<file path="config.mk">
export PLATFORM = sky130hd
export DESIGN_NAME = beep_arbiter
export DESIGN_NICKNAME = d
export VERILOG_FILES = /design/src/rtl/beep_arbiter.sv
export SDC_FILE = /design/constraint.sdc
export NUM_CORES = 1
export LEC_CHECK = 0
export ABC_AREA = 1
export CAP_MARGIN = 25
export CORE_ASPECT_RATIO = 1.25
export CORE_MARGIN = 3
export CORE_UTILIZATION = 55
export CTS_BUF_LIST = sky130_fd_sc_hd__clkbuf_4
export CTS_CLUSTER_SIZE = 20
export DETAILED_ROUTE_END_ITERATION = 10
export GPL_TIMING_DRIVEN = 0
export PLACE_DENSITY = 0.82
export SYNTH_ARGS = -nofsm -noshare
export SYNTH_HDL_FRONTEND = slang
export SYNTH_SLANG_ARGS = --single-unit
</file>
<file path="constraint.sdc">
create_clock -name clk_1khz -period 4.3 [get_ports clk_1khz]
set_clock_uncertainty 0.05 [all_clocks]
set_input_delay 1.29 -clock clk_1khz [delete_from_list [all_inputs] [get_ports clk_1khz]]
set_output_delay 1.29 -clock clk_1khz [all_outputs]
set_load 0.01 [all_outputs]
</file>
<file path="src/rtl/beep_arbiter.sv">
// beep_arbiter: arbitrates stopwatch tick, hourly chime and alarm onto one 500 Hz buzzer.
// Define BEEP_SNOOZE_EN to make ack in ALARM snooze instead of stopping the alarm.
module beep_arbiter #(
  parameter int CHIME_SEC  = 5,
  parameter int ALARM_SEC  = 30,
  parameter int SNOOZE_SEC = 60,
  parameter int TICK_MS    = 50
) (
  input  logic       clk_1khz,
  input  logic       switch_clr,
  input  logic       req_chime,
  input  logic       req_alarm,
  input  logic       req_tick,
  input  logic       ack,
  input  logic       debug_force,
  output logic       beep,
  output logic       busy,
  output logic [1:0] active_src
);
  typedef enum logic [2:0] {
    IDLE, TICK, CHIME, ALARM
`ifdef BEEP_SNOOZE_EN
    , SNOOZE
`endif
  } state_e;
  localparam logic [9:0] TICK_N     = 10'(TICK_MS);
  localparam logic [7:0] CHIME_END  = 8'(CHIME_SEC - 1);
  localparam logic [7:0] ALARM_END  = 8'(ALARM_SEC - 1);
  localparam logic [7:0] SNOOZE_END = 8'(SNOOZE_SEC - 1);
  state_e state_q, state_d;
  logic [9:0] ms_q, ms_d;
  logic [7:0] sec_q, sec_d, sec_lim;
  logic [1:0] src_q;
  logic tone_q, pend_q, pend_d, alarm_q, beep_q, busy_q;
  logic restart, gate, enter, ms_end, sec_done, alarm_rise;

  assign alarm_rise = req_alarm & ~alarm_q;
  assign ms_end     = ms_q == 10'd999;
  assign sec_lim    = state_q == CHIME ? CHIME_END : state_q == ALARM ? ALARM_END : SNOOZE_END;
  assign sec_done   = ms_end && sec_q == sec_lim;
  // Any state change or chime restart counts as an entry and zeroes both counters.
  assign enter      = restart || state_d != state_q;
  assign ms_d       = enter || ms_end ? '0 : ms_q + 10'd1;
  assign sec_d      = enter ? '0 : sec_q + {7'd0, ms_end};
  assign beep       = beep_q;
  assign busy       = busy_q;
  assign active_src = src_q;

  always_comb begin
    state_d = state_q;
    pend_d  = pend_q;
    restart = 1'b0;
    gate    = 1'b0;
    case (state_q)
      IDLE:
        if (alarm_rise) begin
          state_d = ALARM;
          pend_d  = pend_q | req_chime;
        end else if (req_chime || pend_q) begin
          state_d = CHIME;
          pend_d  = 1'b0;
        end else if (req_tick) state_d = TICK;
      TICK: begin
        gate = ms_q < TICK_N;
        if (alarm_rise) begin
          state_d = ALARM;
          pend_d  = pend_q | req_chime;
        end else if (req_chime) state_d = CHIME;
        else if (ms_q == TICK_N - 10'd1) state_d = IDLE;
      end
      CHIME: begin
        gate = ms_q < 10'd100 || (ms_q >= 10'd200 && ms_q < 10'd300) || (ms_q >= 10'd400 && ms_q < 10'd500);
        if (alarm_rise) begin
          state_d = ALARM;
          pend_d  = 1'b1;
        end else if (req_chime) restart = 1'b1;
        else if (sec_done) state_d = IDLE;
      end
      ALARM: begin
        gate   = ms_q < 10'd500;
        pend_d = pend_q | req_chime;
        if (!req_alarm || sec_done) state_d = IDLE;
        else if (ack)
`ifdef BEEP_SNOOZE_EN
          state_d = SNOOZE;
`else
          state_d = IDLE;
`endif
      end
`ifdef BEEP_SNOOZE_EN
      SNOOZE: begin
        pend_d = pend_q | req_chime;
        if (!req_alarm) state_d = IDLE;
        else if (sec_done) state_d = ALARM;
      end
`endif
      default: state_d = IDLE;
    endcase
  end

  always_ff @(posedge clk_1khz or negedge switch_clr)
    if (!switch_clr) begin
      state_q <= IDLE;
      ms_q    <= '0;
      sec_q   <= '0;
      tone_q  <= 1'b0;
      pend_q  <= 1'b0;
      alarm_q <= 1'b0;
      beep_q  <= 1'b0;
      busy_q  <= 1'b0;
      src_q   <= 2'd0;
    end else begin
      state_q <= state_d;
      ms_q    <= ms_d;
      sec_q   <= sec_d;
      tone_q  <= ~tone_q;
      pend_q  <= pend_d;
      alarm_q <= req_alarm;
      beep_q  <= tone_q & (gate | debug_force);
      busy_q  <= state_d != IDLE;
      src_q   <= state_d == ALARM ? 2'd3 : state_d == CHIME ? 2'd2 : state_d == TICK ? 2'd1 : 2'd0;
    end
endmodule

</file>
## After elaboration in Yosys (flattened, before gate mapping)

Cells that the tools add are included.

| storage, ports and cells | value |
|---|---|
| flip-flop bits (word level) | 28 |
| output and inout bits | 4 |
| bits of input ports | 7 |
| word-level logic and storage cells | 78 |

| cells by class | value |
|---|---|
| $lt $le $gt $ge | 6 |
| eq/ne operators | 13 |
| multiplexer cells | 28 |
| bitwise logic cells | 6 |
| $add $sub $neg | 2 |
| reduce and logical (&&, ||, !) cells | 14 |

Operators with widths:

| operator | count |
|---|---|
| $mux W3 | 11 |
| $lt A10 B9 Y1 const B | 2 |
| $eq A3 B2 Y1 const B | 4 |
| $mux W6 | 2 |
| $pmux W3 S4 | 1 |
| $add A10 B1 Y10 const B | 1 |
| $eq A10 B10 Y1 const B | 1 |
| $eq A10 B6 Y1 const B | 1 |
| $ge A10 B8 Y1 const B | 1 |
| $ge A10 B9 Y1 const B | 1 |
| $lt A10 B6 Y1 const B | 1 |
| $lt A10 B7 Y1 const B | 1 |
| $mux W10 | 1 |
| $add A8 B1 Y8 | 1 |
| $eq A8 B6 Y1 | 1 |
| $mux W1 | 8 |
| $mux W8 | 1 |
| $eq A3 B1 Y1 const B | 2 |
| $logic_or A1 B1 Y1 | 6 |
| $mux W2 | 2 |
| $ne A2 B2 Y1 const B | 2 |
| $pmux W1 S4 | 1 |
| $reduce_and A4 Y1 | 1 |
| $reduce_bool A4 Y1 | 1 |
| other kinds (10) | 15 |

## Depth between registers and ports, before layout

Gate-level depths: netlist of run 1.

| logic depth | value |
|---|---|
| word-level depth | 13 |
| mapped depth | 13 |
| gate-level depth less buffers | 13 |

## Worst setup path before layout of run 1

No wires, ideal clock.

| timing path | value |
|---|---|
| path type | input to register |
| start | input port req_alarm |
| end | register ms_q[0] |
| setup slack | 1805 ps |
| data required time | 4181 ps |
| buffers on the path | 0 |
| library setup time | 69 ps |
| arrival | 2375 ps |
| stages | 10 |
| path through | inv_1 nor2_1 inv_1 nand2_1 o21ai_0 nor3_1 nand2_4 nor2_8 nand2_8 nor2_2 |

| on the way | value |
|---|---|
| longest elaborated chain between the ends | 8 |
| elaborated cells on any way between the ends | 14 |
| those cells by class | 1 x eq/ne; 8 x mux; 1 x bitwise; 4 x reduce/logical |

Ends and longest elaborated chain:

| item | line | RTL |
|---|---|---|
| start: declaration | 12 | `input logic req_alarm,` |
| $logic_not A1 Y1 | 82 | `if (!req_alarm \|\| sec_done) state_d = IDLE;` |
| $logic_or A1 B1 Y1 | 82 |  |
| $mux W3 | 82 |  |
| $pmux W3 S4 | 54 | `case (state_q)` |
| $ne A3 B3 Y1 | 42 | `assign enter = restart \|\| state_d != state_q;` |
| $logic_or A1 B1 Y1 * | 42 |  |
| $logic_or A1 B1 Y1 * | 43 | `assign ms_d = enter \|\| ms_end ? '0 : ms_q + 10'd1;` |
| $mux W10 * | 43 |  |
| net ms_d[0] | 31 | `logic [9:0] ms_q, ms_d;` |
| end signal: assignment | 114 | `ms_q <= ms_d;` |
| end: declaration | 31 |  |

Mark *: on every way through the listed nets, which the timed path passes. The rest lies on a longest branch.
A chain may end at the register's enable or synchronous reset.

## Final worst setup path of run 1

| timing path | value |
|---|---|
| start | input port req_alarm |
| end | register ms_q[9] |

Same word-level chain as after synthesis.

==> results.md, run 1 <==
- Worst path cell trace: clkdlybuf4s50_1 > inv_1 > nor2_1 > inv_1 > nand2_1 > o21ai_0 > nor3_1 > nand2_4 > nor2_8 > nand2_8 > nor2_2
- First-pass GRT wire length: 5.42 mm
- DR pass1 iterations: 4
- Final ANT Viol Nets: 0
- Synthesis-to-finish area growth: 11.4%
- Worst Path Required: 4.53 ns
- Hold WC Path Type: reg2reg
- Initial antenna violation count: 0
- Syn Nets: 223
- CP dominant cell by count: inv_1
- Post-Synthesis Cells: 211
- Unrepaired setup endpoints after global routing: false
- Largest net degree at the start of global routing: 18
- Initial Util: 58.0%
- Synth Warn #: 0
- Initial DRC Count: 59
- Commonest non-fill, non-tap cell in the layout: nand2_1
- Max-Cap Viols: 0
- CTS Root Cell: clkbuf_4
- Wire per inst: 12.2 um
- Hold Fails Final Rpt: 0
- Post-route clock period utilization: 67.4%
- Status: completed
- P_sw: 253 uW
- DRC Markers: 0
- H-tree lvl count: 1
- Clk buf depth: 2
- Worst Setup End Kind: flip-flop
- Unique masters post-synth: 35
- CP arrival: 3.13 ns
- CTS tree: yes
- Most frequent cells in the layout: 38 x nand2_1, 29 x nor2_1, 28 x dfrtp_1, 26 x inv_1
- Synth Register Bits: 28
- Fmax: 345 MHz
- Worst skew pair latency: 0.33 ns
- Post-synthesis sequential area ratio: 41.0%
- Post-synthesis instance area: 0.00171 mm2
- Vias: 1,357
- Post-Layout Cell Count: 261
- Hold path cells: 1
- Filler cells: 254
- Vias in the first global route: 1,294
- Mapped Avg Cell Area: 8.09 um2
- Worst-path cell with the longest stage delay: clkdlybuf4s50_1
- Top Family by Delay on Critical Path: simple AND/OR/NAND/NOR gates
- Final setup viols: 0
- Vias/cell: 5.20
- Clock transition at path regs: 0.15 ns
- Routability Congestion: 0.872
- Logic pwr share: 36.9%
- Worst Path Buf+Inv: 3
- Input/output buffers: 10
- Global-route usage over all layers: 18.1%
- Cell Pwr Density: 355 mW/mm2
- Cts-stage hold buffer count: 0
- Internal power: 423 uW
- Setup TNS: 0 ns
- Buffers inserted by post-CTS timing repair: 0
- Die Y: 68.3 um
- Slew margin rel.: 56.2%
- Area after DPL: 0.00188 mm2
- Core Region: 0.00295 mm2
- Post-CTS sizing: 0
- Antenna diodes: 0
- Flop pwr share: 46.5%
- Nets: 239
- Crit path launch type: input pin
- Share of post-route cells with drive strength above 1: 16.9%
- Reg-to-reg endpoint: sec_q[7]$_DFF_PN0_
- Critical R2R Launch: ms_q[0]$_DFF_PN0_
- Sw frac: 37.4%
- R2R Setup Slk: 2.20 ns
- Max IR drop VDD: 0.000244 V
- HPWL after detailed placement: 2.55 mm
- Die Width: 55.8 um
- CP peak stage delay: 0.49 ns
- CP Max Fanout: 9
- Die area: 0.00381 mm2
- Clock Power Share: 16.6%
- TritonCTS buffer count: 3
- Max-slew violation count: 0
- Hold Crit Start: tone_q$_DFF_PN0_
- Placed cells: 258
- Shortest period the worst path allows: 2.90 ns
- Design area: 0.00190 mm2
- # IOs: 11
- Worst Hold End: tone_q$_DFF_PN0_
- Slew @ Worst Pin: 0.655 ns
- Leakage power: 0.851 nW
- GRT overflow: 0
- Setup CP Type: in2reg
- Row cnt: 22
- # clock sinks: 28
- Routed Wire Length: 3.20 mm
- Worst reg2reg path depth: 11
cell usage after synthesis:
library cell  count  area (um2)
o21a_1            1        7.51
o21ai_0           9        45.0
dfrtp_1          28         701
or2_1             1        6.26
xnor2_1           3        26.3
buf_4             2        15.0
a21oi_1           4        20.0
nand3b_1          2        15.0
nor2_4            2        22.5
nand2_1          38         143
nor2_8            1        20.0
o211ai_1          1        7.51
nor2_1           29         109
a31oi_1           2        12.5
nand2_2           3        18.8
nand2_4           1        11.3
inv_2             3        11.3
nand3_1          13        65.1
nand2_8           1        20.0
nand3_4           1        17.5
nand3_2           1        10.0
nor3_2            1        10.0
o2111ai_1         1        8.76
inv_1            26        97.6
xor2_1            7        61.3
conb_1            1        3.75
or2_2             1        6.26
nor3_1            4        20.0
ha_1              5        62.6
a41o_1            1        10.0
nor2_2           13        81.3
and2_1            1        6.26
inv_4             1        6.26
a21oi_2           2        17.5
nand4_2           1        12.5
kinds of logic (layout without fill, tap and decap cells):
logic type	after synthesis	count (layout)	synth area share, %
xor gates and xnor gates	10	10	5.13
DFF	28	28	41.0
and+or+nand+nor	114	114	34.8
adders and majority gates	5	5	3.66
buffers and inverters	32	46	7.62
other	1	1	0.220
AOI/OAI and AO/OA	21	21	7.55
state kept, by name, summed over array words and instances (netlist names):
register / cells
alarm_q: 1
beep: 1
tone_q: 1
pend_q: 1
sec_q: 8
active_src: 2
busy: 1
ms_q: 10
state_q: 3
worst max path at each step:
| stage | from | to | cells after the start |
|---|---|---|---|
| detailed placement | req_alarm | ms_q[9]$_DFF_PN0_ | 11 |
| finish | req_alarm | ms_q[9]$_DFF_PN0_ | 11 |
| floorplan | req_alarm | ms_q[0]$_DFF_PN0_ | 10 |
| global placement | req_alarm | ms_q[7]$_DFF_PN0_ | 11 |
| global route | req_alarm | ms_q[9]$_DFF_PN0_ | 11 |
| CTS | req_alarm | ms_q[9]$_DFF_PN0_ | 11 |
worst register-to-register path, stage by stage, from the launching register on:
cell	delay [ns]
dfrtp_1	0.46
ha_1	0.21
nand2_1	0.09
inv_1	0.11
nand3_4	0.12
inv_1	0.08
ha_1	0.17
nand3_1	0.14
nor3_1	0.26
nand2_1	0.10
xor2_1	0.15
nor2_1	0.11
final cells by class:
| class | instances | area (um2) | share of cell area, % |
|---|---|---|---|
| Clock buffer | 3 | 22.5 | 1.18 |
| Buffer | 2 | 15.0 | 0.789 |
| Timing Repair Buffer | 11 | 128 | 6.71 |
| Sequential cell | 28 | 701 | 36.8 |
| Inverter | 30 | 115 | 6.05 |
| Tap cell | 36 | 45.0 | 2.37 |
| Multi-Input combinational cell | 151 | 877 | 46.1 |
power by group through the flow:
stage,Combinational (mW),Clock (mW),Sequential (mW)
global placement,0.244,0,0.318
CTS,0.255,0.113,0.315
finish,0.249,0.112,0.314
floorplan,0.174,0,0.321
detailed placement,0.254,0,0.320
global route,0.275,0.119,0.319
layer usage:
layer	vias to the layer above	GRT usage, %	part of all wire (%)
met5	-	0	0
met4	0	5.93	1.4
met3	5	2.08	2.5
met2	20	34.0	52
met1	634	21.6	44
li1	698	-	-
metrics by stage:
stage                     utilization [%]  power (mW)  setup slack, ns  hold WS (ns)
after floorplan                         -       0.495             1.81         0.338
after global placement               62.9       0.562             1.06         0.356
after detailed placement             63.8       0.574            0.986         0.406
after CTS                            64.6       0.682             1.32         0.425
after global routing                 64.6       0.713             1.16         0.429
final                                64.6       0.676             1.40         0.415
No activity file was read; power rests on OpenSTA's default activity.
==> inputs of run 2 (changes only) <==
==> constraint.sdc (replaced) <==
create_clock -name clk_1khz -period 3 [get_ports clk_1khz]
set_clock_uncertainty 0.05 [all_clocks]
set_input_delay 0.9 -clock clk_1khz [delete_from_list [all_inputs] [get_ports clk_1khz]]
set_output_delay 0.9 -clock clk_1khz [all_outputs]
set_load 0.01 [all_outputs]
==> results of run 2 <==
Same layout as run 1 (identical final DEF). Status: completed.
Among the figures that moved: setup slack after placement 0.986 ns -> 0.0757 ns; setup slack after layout 1.40 ns -> 0.490 ns; register-to-register setup slack 2.20 ns -> 0.90 ns; total power 0.676 mW -> 0.968 mW; worst IR drop on VDD 0.000244 V -> 0.000350 V
==> inputs of run 3 (changes only) <==
==> constraint.sdc (replaced) <==
create_clock -name clk_1khz -period 2.46 [get_ports clk_1khz]
set_clock_uncertainty 0.05 [all_clocks]
set_input_delay 0.738 -clock clk_1khz [delete_from_list [all_inputs] [get_ports clk_1khz]]
set_output_delay 0.738 -clock clk_1khz [all_outputs]
set_load 0.01 [all_outputs]
==> results.md, run 3 (synthesis gave the netlist of run 1 again) <==
- Hold Crit Start: tone_q$_DFF_PN0_ (unchanged)
- R2R Setup Slk: 0.36 ns (was 0.90 ns)
- Worst Hold End: tone_q$_DFF_PN0_ (unchanged)
- Final ANT Viol Nets: 0 (unchanged)
- Buffers inserted by post-CTS timing repair: 0 (unchanged)
- Max IR drop VDD: 0.000427 V (was 0.000350 V)
- Share of post-route cells with drive strength above 1: 18.2% (was 16.9%)
- CP Max Fanout: 9 (unchanged)
- Hold path cells: 1 (unchanged)
- H-tree lvl count: 1 (unchanged)
- WHS: 0.420 ns (was 0.415 ns)
- Hold WC Path Type: reg2reg (unchanged)
- Hold Fails Final Rpt: 0 (unchanged)
- Design area: 0.00191 mm2 (was 0.00190 mm2)
- Post-route clock period utilization: 92.4%
- Worst Setup End Kind: flip-flop (unchanged)
- HPWL after detailed placement: 2.55 mm (unchanged)
- Critical R2R Launch: ms_q[0]$_DFF_PN0_ (unchanged)
- CP arrival: 2.50 ns (was 2.74 ns)
- Post-Layout Cell Count: 261 (unchanged)
- Routed Wire Length: 3.22 mm (was 3.20 mm)
- Most frequent cells in the layout: 38 x nand2_1, 29 x nor2_1, 28 x dfrtp_1, 25 x inv_1 (was 38 x nand2_1, 29 x nor2_1, 28 x dfrtp_1, 26 x inv_1)
- Status: completed (unchanged)
- Dpl ws: -0.302 ns (was 0.0757 ns)
- Leakage power: 0.853 nW (was 0.851 nW)
- Slew @ Worst Pin: 0.655 ns (about the same)
- Row cnt: 22 (unchanged)
- Max-Cap Viols: 0 (unchanged)
- Setup CP Type: in2reg (unchanged)
- DR pass1 iterations: 4 (unchanged)
- Vias: 1,363 (was 1,357)
- Filler cells: 251 (was 254)
- Final Util: 64.9% (was 64.6%)
- Reg-to-reg endpoint: sec_q[7]$_DFF_PN0_ (unchanged)
- First-pass GRT wire length: 5.42 mm (unchanged)
- Worst skew pair latency: 0.33 ns (about the same)
- Shortest period the worst path allows: 2.27 ns
- CTS Root Cell: clkbuf_4 (unchanged)
- Wire per inst: 12.4 um (was 12.2 um)
- Clk buf depth: 2 (unchanged)
- Multi-input gate area: 886 um2 (was 877 um2)
- Clock transition at path regs: 0.15 ns (about the same)
- Largest net degree at the start of global routing: 18 (unchanged)
- Final setup viols: 0 (unchanged)
- Max-slew violation count: 0 (unchanged)
- Fmax: 440 MHz
- CTS tree: yes (unchanged)
- Worst reg2reg path depth: 11 (unchanged)
- # IOs: 11 (unchanged)
- DRC Markers: 0 (unchanged)
- Vias/cell: 5.22 (was 5.20)
- Die Y: 68.3 um (unchanged)
- Die Width: 55.8 um (unchanged)
- Max FFs per register: 10 (unchanged)
- Die area: 0.00381 mm2 (unchanged)
- Nets: 239 (unchanged)
- Register area: 701 um2 (unchanged)
- Final WS setup: 0.188 ns (was 0.490 ns)
- Crit path launch type: input pin (unchanged)
- Vias in the first global route: 1,294 (unchanged)
- Area after DPL: 0.00188 mm2 (unchanged)
- Top reg by flops: ms_q (unchanged)
- TritonCTS buffer count: 3 (unchanged)
- Slew margin rel.: 56.2% (about the same)
- Cts-stage hold buffer count: 0 (unchanged)
- Cell Pwr Density: 620 mW/mm2 (was 509 mW/mm2)
- Placed cells: 258 (unchanged)
- Post-CTS sizing: 0 (unchanged)
- Routability Congestion: 0.872 (unchanged)
- Initial DRC Count: 65 (was 59)
- Initial Util: 58.0% (unchanged)
- Commonest non-fill, non-tap cell in the layout: nand2_1 (unchanged)
- Worst Path Required: 2.69 ns (was 3.23 ns)
- Total power: 1.19 mW (was 968 uW)
- Input/output buffers: 10 (unchanged)
- Synthesis-to-finish area growth: 11.9% (was 11.4%)
- Initial antenna violation count: 0 (unchanged)
- # clock sinks: 28 (unchanged)
- Antenna diodes: 0 (unchanged)
- GRT overflow: 0 (unchanged)
- Global-route usage over all layers: 18.1% (unchanged)
- Setup TNS: 0 ns (unchanged)
- Largest registers: ms_q x10, sec_q x8, state_q x3 (unchanged)
- Core Region: 0.00295 mm2 (unchanged)
- Unrepaired setup endpoints after global routing: false (unchanged)
-- run 3: per-layer routing --
layer	part of all wire [%]	GRT usage, %	wire length [um]
met1	44	21.6	1420
met2	52	34.0	1670
met4	1.4	5.93	46
met5	0	0	0
met3	2.5	2.08	82
-- run 3: worst max path at each step --
stage	startpoint	endpoint	slack, ns
global route	req_alarm	ms_q[9]$_DFF_PN0_	0.02
global placement	req_alarm	ms_q[7]$_DFF_PN0_	-0.23
floorplan	req_alarm	ms_q[0]$_DFF_PN0_	0.52
finish	req_alarm	ms_q[9]$_DFF_PN0_	0.19
detailed placement	req_alarm	ms_q[9]$_DFF_PN0_	-0.30
CTS	req_alarm	ms_q[9]$_DFF_PN0_	0.04
-- run 3: final cells by class --
type	count	share of cell area, %
Buffer	2	0.785
Clock buffer	3	1.18
Inverter	30	6.02
Multi-Input combinational cell	151	46.3
Sequential cell	28	36.6
Tap cell	36	2.36
Timing Repair Buffer	11	6.68
-- run 3: power breakdown --
group / switching (mW) / internal, mW
Clock: 0.138 / 0.0577
Combinational: 0.271 / 0.170
Sequential: 0.0356 / 0.513
-- run 3: critical path, stage by stage --
cell	delay, ns
clkdlybuf4s50_1	0.49
inv_1	0.07
nor2_1	0.18
inv_2	0.11
nand2_1	0.10
nand2_1	0.07
a21oi_2	0.17
a21oi_2	0.07
nand3_2	0.09
nand2_4	0.06
nor2_8	0.14
nand2_8	0.10
nor2_2	0.10
